$ cat src/rtl/player_missile.sv
// Single-missile controller: launches from the ship's nose on a fire-key press edge,
// climbs a fixed step per frame, and retires on a hit or at the top of the screen.
module player_missile #(
    parameter logic [9:0] MISSILE_STEP    = 10'd4,
    parameter logic [9:0] MISSILE_LEN     = 10'd8,
    parameter logic [9:0] MISSILE_Y_MIN   = 10'd0,
    parameter logic [3:0] COOLDOWN_FRAMES = 4'd8,
    parameter logic [7:0] FIRE_KEY        = 8'h2C
) (
    input  logic       frame_clk,
    input  logic       Reset_n,
    input  logic [7:0] keycode,
    input  logic [9:0] PlayerX,
    input  logic [9:0] PlayerY,
    input  logic       hit,
    output logic [9:0] MissileX,
    output logic [9:0] MissileY,
    output logic       MissileActive,
    output logic       fire_pulse
);

    typedef enum logic [1:0] {
        ST_IDLE,
        ST_FLIGHT,
        ST_COOLDOWN
    } state_t;

    state_t     r_state;
    logic       r_key_prev;
    logic [3:0] r_cool_cnt;

    logic       w_fire_key;
    logic       w_press;
    logic       w_off_screen;
    logic [9:0] w_spawn_y;

    assign w_fire_key   = (keycode == FIRE_KEY);
    assign w_press      = w_fire_key && !r_key_prev;
    assign w_off_screen = (MissileY < (MISSILE_Y_MIN + MISSILE_STEP));
    // Spawning just above a ship near the top clamps to row 0 instead of wrapping.
    assign w_spawn_y    = (PlayerY >= MISSILE_LEN) ? (PlayerY - MISSILE_LEN) : 10'd0;

    // NOTE: all state updates use non-blocking assignments so every register samples
    // the values from before this edge, regardless of statement order.
    always_ff @(posedge frame_clk or negedge Reset_n) begin
        if (!Reset_n) begin
            r_state       <= ST_IDLE;
            r_key_prev    <= 1'b1;
            r_cool_cnt    <= 4'd0;
            MissileX      <= 10'd0;
            MissileY      <= 10'd0;
            MissileActive <= 1'b0;
            fire_pulse    <= 1'b0;
        end else begin
            r_key_prev <= w_fire_key;
            fire_pulse <= 1'b0;

            case (r_state)
                ST_IDLE: begin
                    if (w_press) begin
                        r_state       <= ST_FLIGHT;
                        MissileX      <= PlayerX;
                        MissileY      <= w_spawn_y;
                        MissileActive <= 1'b1;
                        fire_pulse    <= 1'b1;
                    end
                end

                ST_FLIGHT: begin
                    // A hit wins over leaving the screen; both retire the same way.
                    if (hit || w_off_screen) begin
                        r_state       <= ST_COOLDOWN;
                        r_cool_cnt    <= COOLDOWN_FRAMES - 4'd1;
                        MissileActive <= 1'b0;
                    end else begin
                        MissileY <= MissileY - MISSILE_STEP;
                    end
                end

                ST_COOLDOWN: begin
                    if (r_cool_cnt == 4'd0) begin
                        r_state <= ST_IDLE;
                    end else begin
                        r_cool_cnt <= r_cool_cnt - 4'd1;
                    end
                end

                default: begin
                    r_state       <= ST_IDLE;
                    MissileActive <= 1'b0;
                end
            endcase
        end
    end

endmodule

$ cat config.mk
export PLATFORM = sky130hd
export DESIGN_NAME = player_missile
export DESIGN_NICKNAME = d
export VERILOG_FILES = /design/src/rtl/player_missile.sv
export SDC_FILE = /design/constraint.sdc
export NUM_CORES = 1
export LEC_CHECK = 0
export BUFFER_PORTS_ARGS = -buffer_cell sky130_fd_sc_hd__buf_4
export CORE_UTILIZATION = 45
export DETAILED_ROUTE_END_ITERATION = 10
export PLACE_DENSITY = 0.76
export SLEW_MARGIN = 10
export SYNTH_ARGS = -nofsm -noshare
export SYNTH_HDL_FRONTEND = slang
export SYNTH_SLANG_ARGS = --single-unit
$ cat constraint.sdc
create_clock -name frame_clk -period 2 [get_ports frame_clk]
set_input_delay 0.2 -clock frame_clk [delete_from_list [all_inputs] [get_ports frame_clk]]
set_output_delay 0.2 -clock frame_clk [all_outputs]
set_load 0.02 [all_outputs]
== Word level (Yosys, flattened, before mapping) ==
Cells that the tools add are included.

* Shift operators: 0
* Magnitude comparators: 2
* Eq/ne operators: 8
* Muxes and demuxes: 16
* $mul: 0
* Bitwise gates (word level): 1
* Div/mod/pow operators: 0
* Add/sub/neg operators: 3
* Reductions and logical operators: 12

{| class="wikitable"
|+ Operators by type and width
! operator !! count
|-
| $mux 10 || 3
|-
| $pmux 10 s2 || 1
|-
| $reduce_and 3->1 || 4
|-
| $ge 10x4->1 const B || 1
|-
| $lt 10x3->1 const B || 1
|-
| $ne 2x2->1 const B || 5
|-
| $sub 10x3->10 const B || 1
|-
| $sub 10x4->10 const B || 1
|-
| $eq 8x6->1 const B || 1
|-
| $mux 4 || 2
|-
| $pmux 4 s2 || 1
|-
| $mux 2 || 3
|-
| $pmux 2 s3 || 1
|-
| $logic_not 4->1 || 1
|-
| $mux 1 || 4
|-
| $reduce_bool 2->1 || 2
|-
| $sub 4x1->4 const B || 1
|-
| $pmux 1 s3 || 1
|-
| $eq 2x1->1 const B || 1
|-
| $eq 2x2->1 const B || 1
|-
| $logic_not 2->1 || 1
|-
| $reduce_and 2->1 || 1
|-
| $logic_and 1x1->1 || 1
|-
| $logic_not 1->1 || 1
|-
| other kinds (2) || 2
|}

* RAM bits: 0
* Memories: 0
* Bits in latches: 0
* Output and inout port bits: 22
* Word-level logic and storage cells: 49
* Register bits after elaboration: 29
* Bits in read-only memories: 0

== Depth between registers and ports, before layout ==
Gate-level depths: netlist of run 1.

* Depth in word-level cells: 4
* Mapped depth: 7
* Depth with buffers taken out: 7

== Least setup slack after synthesis of run 1 ==
OpenSTA, ideal clock, no wires.

* Kind: register to register
* Start point: register MissileY[2]
* End point: register MissileY[3]
* Cell stages (with the launch flop): 8
* Setup time: 125 ps
* Setup slack: 27 ps
* Period minus slack after synthesis: 1,973 ps
* Data arrival time: 1,848 ps
* Cells stage by stage: dfrtp_1 > inv_1 > ha_1 > nor4b_4 > a21oi_2 > a21oi_2 > inv_2 > mux2_4

* Cells in the longest elaborated chain, start to end: 4
* Elaborated cells on any way between the ends: 7
* Those cells by class: add/sub: 1; order compare: 1; eq/ne: 1; mux: 2; reduce/logical: 2

{| class="wikitable"
|+ RTL lines
! element !! RTL line !! text
|-
| start, declared || 17 || <nowiki>output logic [9:0] MissileY,</nowiki>
|-
| start signal, assigned || 63 || <nowiki>MissileY <= w_spawn_y;</nowiki>
|-
| start signal, assigned || 76 || <nowiki>MissileY <= MissileY - MISSILE_STEP;</nowiki>
|-
| $lt 10x3->1 || 39 || <nowiki>assign w_off_screen = (MissileY < (MISSILE_Y_MIN + MISSILE_STEP));</nowiki>
|-
| $logic_or 1x1->1 || 71 || <nowiki>if (hit || w_off_screen) begin</nowiki>
|-
| $ne 2x2->1 (no source line) || -- ||
|-
| $reduce_and 3->1 (no source line) || -- ||
|}

Parallel ways exist; a longest one is shown, timed or not. The select of a mux whose other input is x is not followed.
A chain may end at the register's enable or synchronous reset.

== Worst setup path in the final report of run 1 ==
* Start point: register MissileY[3]
* End point: register MissileY[2]

* Cells in the longest elaborated chain, start to end: 4

{| class="wikitable"
|+ RTL lines
! element !! RTL line
|-
| $lt 10x3->1 || 39
|-
| $logic_or 1x1->1 || 71
|-
| $ne 2x2->1 (no source line) || --
|-
| $reduce_and 3->1 (no source line) || --
|}

No other way between the ends.

==> results of run 1 <==
worst register-to-register path: stages, from the launching register on:
cell and delay [ns]:
dfrtp_1 0.43, inv_1 0.09, ha_1 0.24, nor4b_4 0.16
buf_4 0.16, a211o_1 0.35, a222oi_1 0.30, a21oi_1 0.09
cell families after synthesis:
| group | synth area share |
|---|---|
| AOI/OAI and AO/OA | 0.202 |
| and+or+nand+nor | 0.141 |
| DFF | 0.464 |
| buffers and inverters | 0.0583 |
| muxes | 0.0887 |
| xor gates and xnor gates | 0.0224 |
| adders and majority gates | 0.0240 |
path summary, 6_finish.rpt:
kind                             start  slack (ns)     endpoint  cells after the start
hold / removal              PlayerY[0]         0.1  MissileY[0]                      2
max in group asynchronous      Reset_n        1.36   r_key_prev                      2
setup / recovery           MissileY[3]        0.07  MissileY[2]                      7
setup reg to reg           MissileY[3]        0.07  MissileY[2]                      7
hold reg to reg            MissileX[6]        0.52  MissileX[6]                      1
min in group asynchronous      Reset_n        0.33  MissileY[2]                      2
registers in the layout, indices dropped and copies added (netlist names):
name           flops
MissileActive      1
MissileX          10
MissileY          10
fire_pulse         1
r_cool_cnt         4
r_key_prev         1
r_state            2
layout make-up:
class | count | area (µm²)
clock buffer | 5 | 37.5
clock inverter | 3 | 17.5
fill | 290 | 1210
inverter | 16 | 60.1
multi-input combinational | 97 | 748
sequential | 29 | 727
tap | 46 | 57.6
timing repair buffer | 63 | 480
through the flow:
stage               total power [mW]  hold WS (ns)  std cells  cell area, µm²
global route                    1.85        0.0832        259            2130
CTS                             1.75        0.0846        259            2130
finish                          1.74        0.0974        259            2130
floorplan                       1.14       -0.0956        146            1570
global placement                1.37         0.133        248            2040
detailed placement              1.40         0.143        248            2040
routing by layer:
| metal | global-route usage | up-vias |
|---|---|---|
| li1 | - | 677 |
| met1 | 0.290 | 668 |
| met2 | 0.356 | 66 |
| met3 | 0.0512 | 9 |
| met4 | 0.104 | 0 |
| met5 | 0 | - |
cell usage in the layout, fill, tap and decap left out, types with 3 or more instances in the layout:
cell,synthesis,final
inv_1,14,14
ha_1,3,3
clkbuf_4,0,5
nor3_1,5,5
dfrtp_1,28,28
a211oi_1,4,4
o21ai_0,5,5
nor2_1,9,9
a2bb2oi_1,3,3
o32ai_1,3,3
a21oi_1,11,11
a31oi_1,3,3
mux2_2,11,11
buf_4,0,60
dlygate4sd3_1,0,3
where the power goes:
part / leakage (nW) / switching (mW) / internal [mW]
Sequential: 0.372 / 0.107 / 0.694
Combinational: 0.649 / 0.301 / 0.296
Clock: 0.0310 / 0.210 / 0.132
Total: 1.05 / 0.618 / 1.12
==> flow_summary.toml, run 1 <==
[timing]
final_max_slew_viol_count = 0
post-route-min-period_ns = 1.93
worstMarginPinSlew_ns = 0.634
finalCritPeriodShare = 0.966
setup_viol_count_final = 0
final.setup.tns_ns = 0
max_slew_margin = 0.574
fmax_mhz = 517
fin_skew_ns = 0.00366
rsz0062_at_grt = "no"
hold_violations = 0
worst_slack_ns = 0.0675

[logic_synthesis]
synth_area_um2 = 1570
synthDistinctLibCells = 45
yosysSeqAreaShare = 0.464
synthCells = 146
synth_top_area_cell = "dfrtp_1"
ys_seq_elements = 29
postSynth.asyncResetShare = 1.00
yosysWarnings = 0
synth_area_leaders = "dfrtp_1, mux2_2, a21oi_1, inv_1, ha_1"
synth_most_common_cell = "dfrtp_1"
synth_ff_type = "dfrtp_1"
synth_edf_count = 0
synth.cells.most_frequent = "dfrtp_1, inv_1, a21oi_1, mux2_2, nor2_1"
yosysTopAreaCellShare = 0.447
syn_area_per_cell_um2 = 10.7
synthesis.nets = 180

[final_layout]
finish.utilization = 0.638
fin_nets = 246
syn2layout_area_growth_pct = 35.9
drive_gt1_frac = 0.418
diodes = 0

[power_and_ir_drop]
vdd_drop_max_v = 0.000504
p_leak_nw = 1.05
powerDensity_nw_per_um2 = 818

[worst_setup_path]
end_kind = "flop"
start_kind = "flop"
crit_chain = "inv_1 -> ha_1 -> nor4b_4 -> buf_4 -> a211o_1 -> a222oi_1 -> a21oi_1"
crit_buf_inv = 2
crit_fanout = 7
cp_slowest_stage_delay_ns = 0.43
required_ns = 2.20
worstSetupPathType = "reg2reg"
critical_path.top_delay_family = "compound AO/OA/AOI/OAI gates"
cp_slowest_cell = "dfrtp_1"
crit_arrival_ns = 2.13

[detailed_routing]
drc = 0
vias = 1420
via_per_inst = 5.48
drt_wl_total_um = 3740
ant_nets = 0
top_layer_used = "met4"
wl_met3_um = 229
dr_wl_met2_um = 1800
drtPass1Iterations = 4
wl_per_cell_um = 14.4
drt_iter0_markers = 60
drt-met1-wl_um = 1630

[floorplan]
coreArea_um2 = 3340
die_w_um = 61
ios = 53
die_area_um2 = 3720
start_util = 0.469
die_h_um = 61
num_rows = 21

[cts]
htree_levels = 2
cts_sinks = 29
cts_tree = "yes"
clkTransAtPathRegs_ns = 0.09
post_cts_buffers = 0
cts_buffer_depth = 2
cts_root_buffer = "clkbuf_4"
cts_resized = 0
hold_buffers = 3
clock_latency_ns = 0.32
numCtsBuffers = 5

[grt]
grt_pass1_wl_um = 5920
antenna_found_initial = 0
grt-ovfl-total = 0
grt_pass1_vias = 1355
grt_start_max_net_pins = 30
grt_usage = 0.224

[flow_run]
drv_cap = 0

[placement]
portBuffers = 52
gp_congestion = 0.945
pre_cts_ws_ns = 0.119
dp_hpwl_um = 2810

[status]
outcome = "complete, no violations"

[worst_hold_path]
worstHoldPathType = "in2reg"
(Power assumes the default switching activity.)
==> run 2, diff against run 1 <==
--- a/config.mk
+++ b/config.mk
@@ -9,6 +9,7 @@
 export CORE_UTILIZATION = 45
 export DETAILED_ROUTE_END_ITERATION = 10
 export PLACE_DENSITY = 0.76
+export RECOVER_POWER = 25
 export SLEW_MARGIN = 10
 export SYNTH_ARGS = -nofsm -noshare
 export SYNTH_HDL_FRONTEND = slang
==> run 2 against run 1 <==
Against the previous run:
- critical path depth is the same
- via count stayed put
- sequential power about the same
- maximum frequency unchanged
- worst setup slack stayed put
- highest routed layer unchanged
- clock-buffer cell count did not move
- cell count unchanged
- die area unchanged
==> flow_summary.toml, run 2 (synthesis gave the netlist of run 1 again) <==
[cts]
cts_tree = "yes"
cts_buffer_depth = 2
clock_latency_ns = 0.32
htree_levels = 2
cts_resized = 0
clkTransAtPathRegs_ns = 0.09
cts_root_buffer = "clkbuf_4"
cts_sinks = 29
numCtsBuffers = 5

[detailed_routing]
ant_nets = 0
vias = 1420
wl_per_cell_um = 14.4
drt_wl_total_um = 3740
drtPass1Iterations = 4
via_per_inst = 5.48
drt_iter0_markers = 60
drc = 0

[worst_setup_path]
worstSetupPathType = "reg2reg"
cp_slowest_stage_delay_ns = 0.43
crit_buf_inv = 2
crit_arrival_ns = 2.13
required_ns = 2.20
cp_slowest_cell = "dfrtp_1"
crit_fanout = 7
start_kind = "flop"
crit_chain = "inv_1 -> ha_1 -> nor4b_4 -> buf_4 -> a211o_1 -> a222oi_1 -> a21oi_1"
critical_path.top_delay_family = "compound AO/OA/AOI/OAI gates"
end_kind = "flop"

[floorplan]
num_rows = 21
die_w_um = 61
die_area_um2 = 3720
ios = 53
die_h_um = 61
start_util = 0.469
coreArea_um2 = 3340

[power_and_ir_drop]
power_frac_clock = 0.197
combinationalPowerShare = 0.342
powerDensity_nw_per_um2 = 818
seq_power_share = 0.461
p_sw_frac = 0.355
p_leak_nw = 1.05
power_mw = 1.74
intPower_mw = 1.12
vdd_drop_max_v = 0.000504
p_sw_mw = 0.618

[timing]
worstMarginPinSlew_ns = 0.728
rsz0062_at_grt = "no"
final_max_slew_viol_count = 0
post-route-min-period_ns = 1.93
max_slew_margin = 0.515
setup_viol_count_final = 0
final.setup.tns_ns = 0
hold_violations = 0
worst_slack_ns = 0.0675
fin_skew_ns = 0.00366
hold_ws_ns = 0.0974
finalCritPeriodShare = 0.966
fmax_mhz = 517

[status]
outcome = "complete, no violations"

[grt]
grt_usage = 0.224
grt_pass1_vias = 1355
antenna_found_initial = 0
grt_start_max_net_pins = 30
grt_pass1_wl_um = 5920
grt-ovfl-total = 0

[final_layout]
multi_input_area_um2 = 748
final_common_cell = "buf_4"
diodes = 0
regArea_um2 = 727
finish.utilization = 0.637
largestRegisters = "MissileX: 10 flops, MissileY: 10 flops, r_cool_cnt: 4 flops"
fin_nets = 246
drive_gt1_frac = 0.418
nFillCells = 291
syn2layout_area_growth_pct = 35.7
layout_common_cells = "buf_4, dfrtp_1, inv_1"

[flow_run]
drv_cap = 0

[placement]
pre_cts_ws_ns = 0.119
portBuffers = 52
gp_congestion = 0.945
dp_hpwl_um = 2810

[worst_hold_path]
worstHoldPathType = "in2reg"
-- run 2: cell count changes in the layout (fill, tap and decap cells not counted) --
cell	before	now
buf_4	60	59
clkbuf_2	0	1
-- run 2: layout make-up --
cell class	instances	area share
clock inverters	3	0.00824
clock buffers	5	0.0177
repair buffers	63	0.225
multi-input cells	97	0.352
well taps	46	0.0271
inverters	16	0.0283
flip-flops and latches	29	0.342
-- run 2: repair_timing --
action | CTS | global route
endpoints found under the hold margin | 29 | 0
hold buffers | 3 | 0
setup buffers | 0 | 0
-- run 2: final timing paths --
kind	startpoint	endpoint	slack, ns	cells after the start
worst min-delay path	PlayerY[0]	MissileY[0]	0.1	2
worst max-delay path	MissileY[3]	MissileY[2]	0.07	7
max in group asynchronous	Reset_n	r_state[0]	1.08	2
worst max register to register	MissileY[3]	MissileY[2]	0.07	7
worst min register to register	MissileX[6]	MissileX[6]	0.52	1
min in group asynchronous	Reset_n	MissileY[2]	0.46	2
-- run 2: per-stage QoR --
stage	instance area (µm²)	instances
2_1_floorplan	1570	146
3_3_place_gp	2040	248
5_1_grt	2130	259
3_5_place_dp	2040	248
6_report	2130	259
4_1_cts	2130	259
-- run 2: power groups by stage --
stage	logic, mW	registers (mW)	clock network (mW)
floorplan	0.281	0.861	0
detailed placement	0.590	0.811	0
global route	0.654	0.821	0.374
CTS	0.597	0.801	0.355
finish	0.595	0.801	0.343
global placement	0.566	0.801	0
-- run 2: worst register-to-register path: stages, from the launching register on --
cell and delay (ns):
dfrtp_1 0.43, inv_1 0.09, ha_1 0.24, nor4b_4 0.16, buf_4 0.16, a211o_1 0.35
a222oi_1 0.30, a21oi_1 0.09
-- run 2: layer usage --
| metal | vias up | global-route usage | share of wire |
|---|---|---|---|
| met1 | 668 | 0.290 | 0.44 |
| met4 | 0 | 0.104 | 0.021 |
| met5 | - | 0 | 0 |
| met2 | 66 | 0.356 | 0.48 |
| met3 | 9 | 0.0512 | 0.061 |
| li1 | 677 | - | - |
==> run 3, diff against run 2 <==
--- a/config.mk
+++ b/config.mk
@@ -10,6 +10,7 @@
 export DETAILED_ROUTE_END_ITERATION = 10
 export PLACE_DENSITY = 0.76
 export RECOVER_POWER = 25
+export SETUP_SLACK_MARGIN = 0.1
 export SLEW_MARGIN = 10
 export SYNTH_ARGS = -nofsm -noshare
 export SYNTH_HDL_FRONTEND = slang
==> run 3 against run 2 <==
Against the previous run:
- die area unchanged
- power is 4.7% higher
- utilization increased by 1.8 points
- combinational power is 3% higher
- worst hold slack got worse by 0.019 ns
- flip-flop and latch count unchanged
- sequential share of layout area shrank 0.86 points
- via count is 0.70% higher
- non-clock buffer count is 1 higher
- worst setup slack gained 0.091 ns
- maximum frequency up 4.9%
- register-to-register slack improved by 0.09 ns
==> flow_summary.toml, run 3 (synthesis gave the netlist of run 1 again) <==
[final_layout]
final_common_cell = "buf_4"
syn2layout_area_growth_pct = 39.5
diodes = 0
layout_common_cells = "buf_4, dfrtp_1, inv_1"
fin_nets = 247
design_area_um2 = 2180
drive_gt1_frac = 0.435
largestRegisters = "MissileX: 10 flops, MissileY: 10 flops, r_cool_cnt: 4 flops"

[cts]
cts_sinks = 29
numCtsBuffers = 5
cts_buffer_depth = 2
cts_root_buffer = "clkbuf_4"
cts_tree = "yes"
clkTransAtPathRegs_ns = 0.09
htree_levels = 2
clock_latency_ns = 0.33

[timing]
setup_viol_count_final = 0
rsz0062_at_grt = "yes"
fmax_mhz = 543
worstMarginPinSlew_ns = 0.643
post-route-min-period_ns = 1.84
fin_skew_ns = 0.00266
hold_violations = 0
finalCritPeriodShare = 0.921
final.setup.tns_ns = 0
final_max_slew_viol_count = 0
max_slew_margin = 0.568

[floorplan]
num_rows = 21
start_util = 0.469
die_w_um = 61
die_h_um = 61
coreArea_um2 = 3340
die_area_um2 = 3720
ios = 53

[grt]
grt_pass1_wl_um = 6220
grt-ovfl-total = 0
grt_usage = 0.236
grt_start_max_net_pins = 30
antenna_found_initial = 0
grt_pass1_vias = 1359

[detailed_routing]
drc = 0
drtPass1Iterations = 4
ant_nets = 0
drt_wl_total_um = 4000
wl_per_cell_um = 15.4
vias = 1430
drt_iter0_markers = 54
via_per_inst = 5.50

[worst_setup_path]
r2r_slack_ns = 0.16
crit_fanout = 7
worstSetupPathType = "reg2reg"
required_ns = 2.22
end_kind = "flop"
start_kind = "flop"
crit_arrival_ns = 2.06

[status]
outcome = "complete, no violations"

[flow_run]
drv_cap = 0

[placement]
dp_hpwl_um = 3040
place_area_um2 = 2060
portBuffers = 52
gp_congestion = 0.947

[worst_hold_path]
worstHoldPathType = "in2reg"

[power_and_ir_drop]
vdd_drop_max_v = 0.000523
powerDensity_nw_per_um2 = 834
p_leak_nw = 1.07
[run 3: cell type report]
cell class,instances,area [µm²]
clock inverters,1,5.00
clock buffers,7,65.1
inverters,16,60.1
repair buffers,64,500
flip-flops and latches,29,728
fillers,285,1150
multi-input cells,97,768
well taps,46,57.6
[run 3: path summary, 6_finish.rpt]
path | endpoint | start | cells past startpoint
max in group asynchronous | r_key_prev | Reset_n | 2
max reg2reg | MissileY[2] | MissileY[3] | 7
max | MissileY[2] | MissileY[3] | 7
min in group asynchronous | MissileY[4] | Reset_n | 2
min reg2reg | MissileY[1] | MissileY[1] | 1
min | MissileY[1] | PlayerY[1] | 2
[run 3: critical path: stages, from the launching register on]
cell	delay [ns]
dfrtp_1	0.42
inv_1	0.10
ha_4	0.18
nor4b_4	0.13
buf_4	0.16
a211o_1	0.34
a222oi_1	0.32
a21oi_1	0.07
[run 3: timing repair]
| action | in CTS | in global routing |
|---|---|---|
| setup buffers | 0 | 2 |
| resized for setup | 0 | 3 |
| hold buffers | 3 | 0 |
| setup endpoints to repair | 0 | 11 |
| hold endpoints to repair | 29 | 0 |
[run 3: power by group]
group          switching, mW  leakage (nW)  internal (mW)
Combinational          0.317         0.656          0.297
Sequential             0.108         0.372          0.695
Clock                  0.202        0.0413          0.203
[run 3: stage by stage]
step | hold slack [ns] | worst slack, ns | util | std cells | total power [mW]
floorplan | -0.0956 | 0.120 | - | 146 | 1.14
global route | 0.0659 | 0.0562 | 0.655 | 260 | 1.93
CTS | 0.0738 | 0.155 | 0.646 | 258 | 1.82
detailed placement | 0.140 | 0.170 | 0.616 | 247 | 1.41
finish | 0.0788 | 0.158 | 0.655 | 260 | 1.82
global placement | 0.135 | 0.211 | 0.616 | 247 | 1.36
[run 3: metal layers]
metal	GRT usage	vias up	share of wire	wire length, µm
li1	-	680	-	-
met1	0.292	678	0.41	1650
met2	0.349	57	0.49	1950
met3	0.0981	15	0.069	278
met4	0.133	0	0.031	123
met5	0	-	0	0
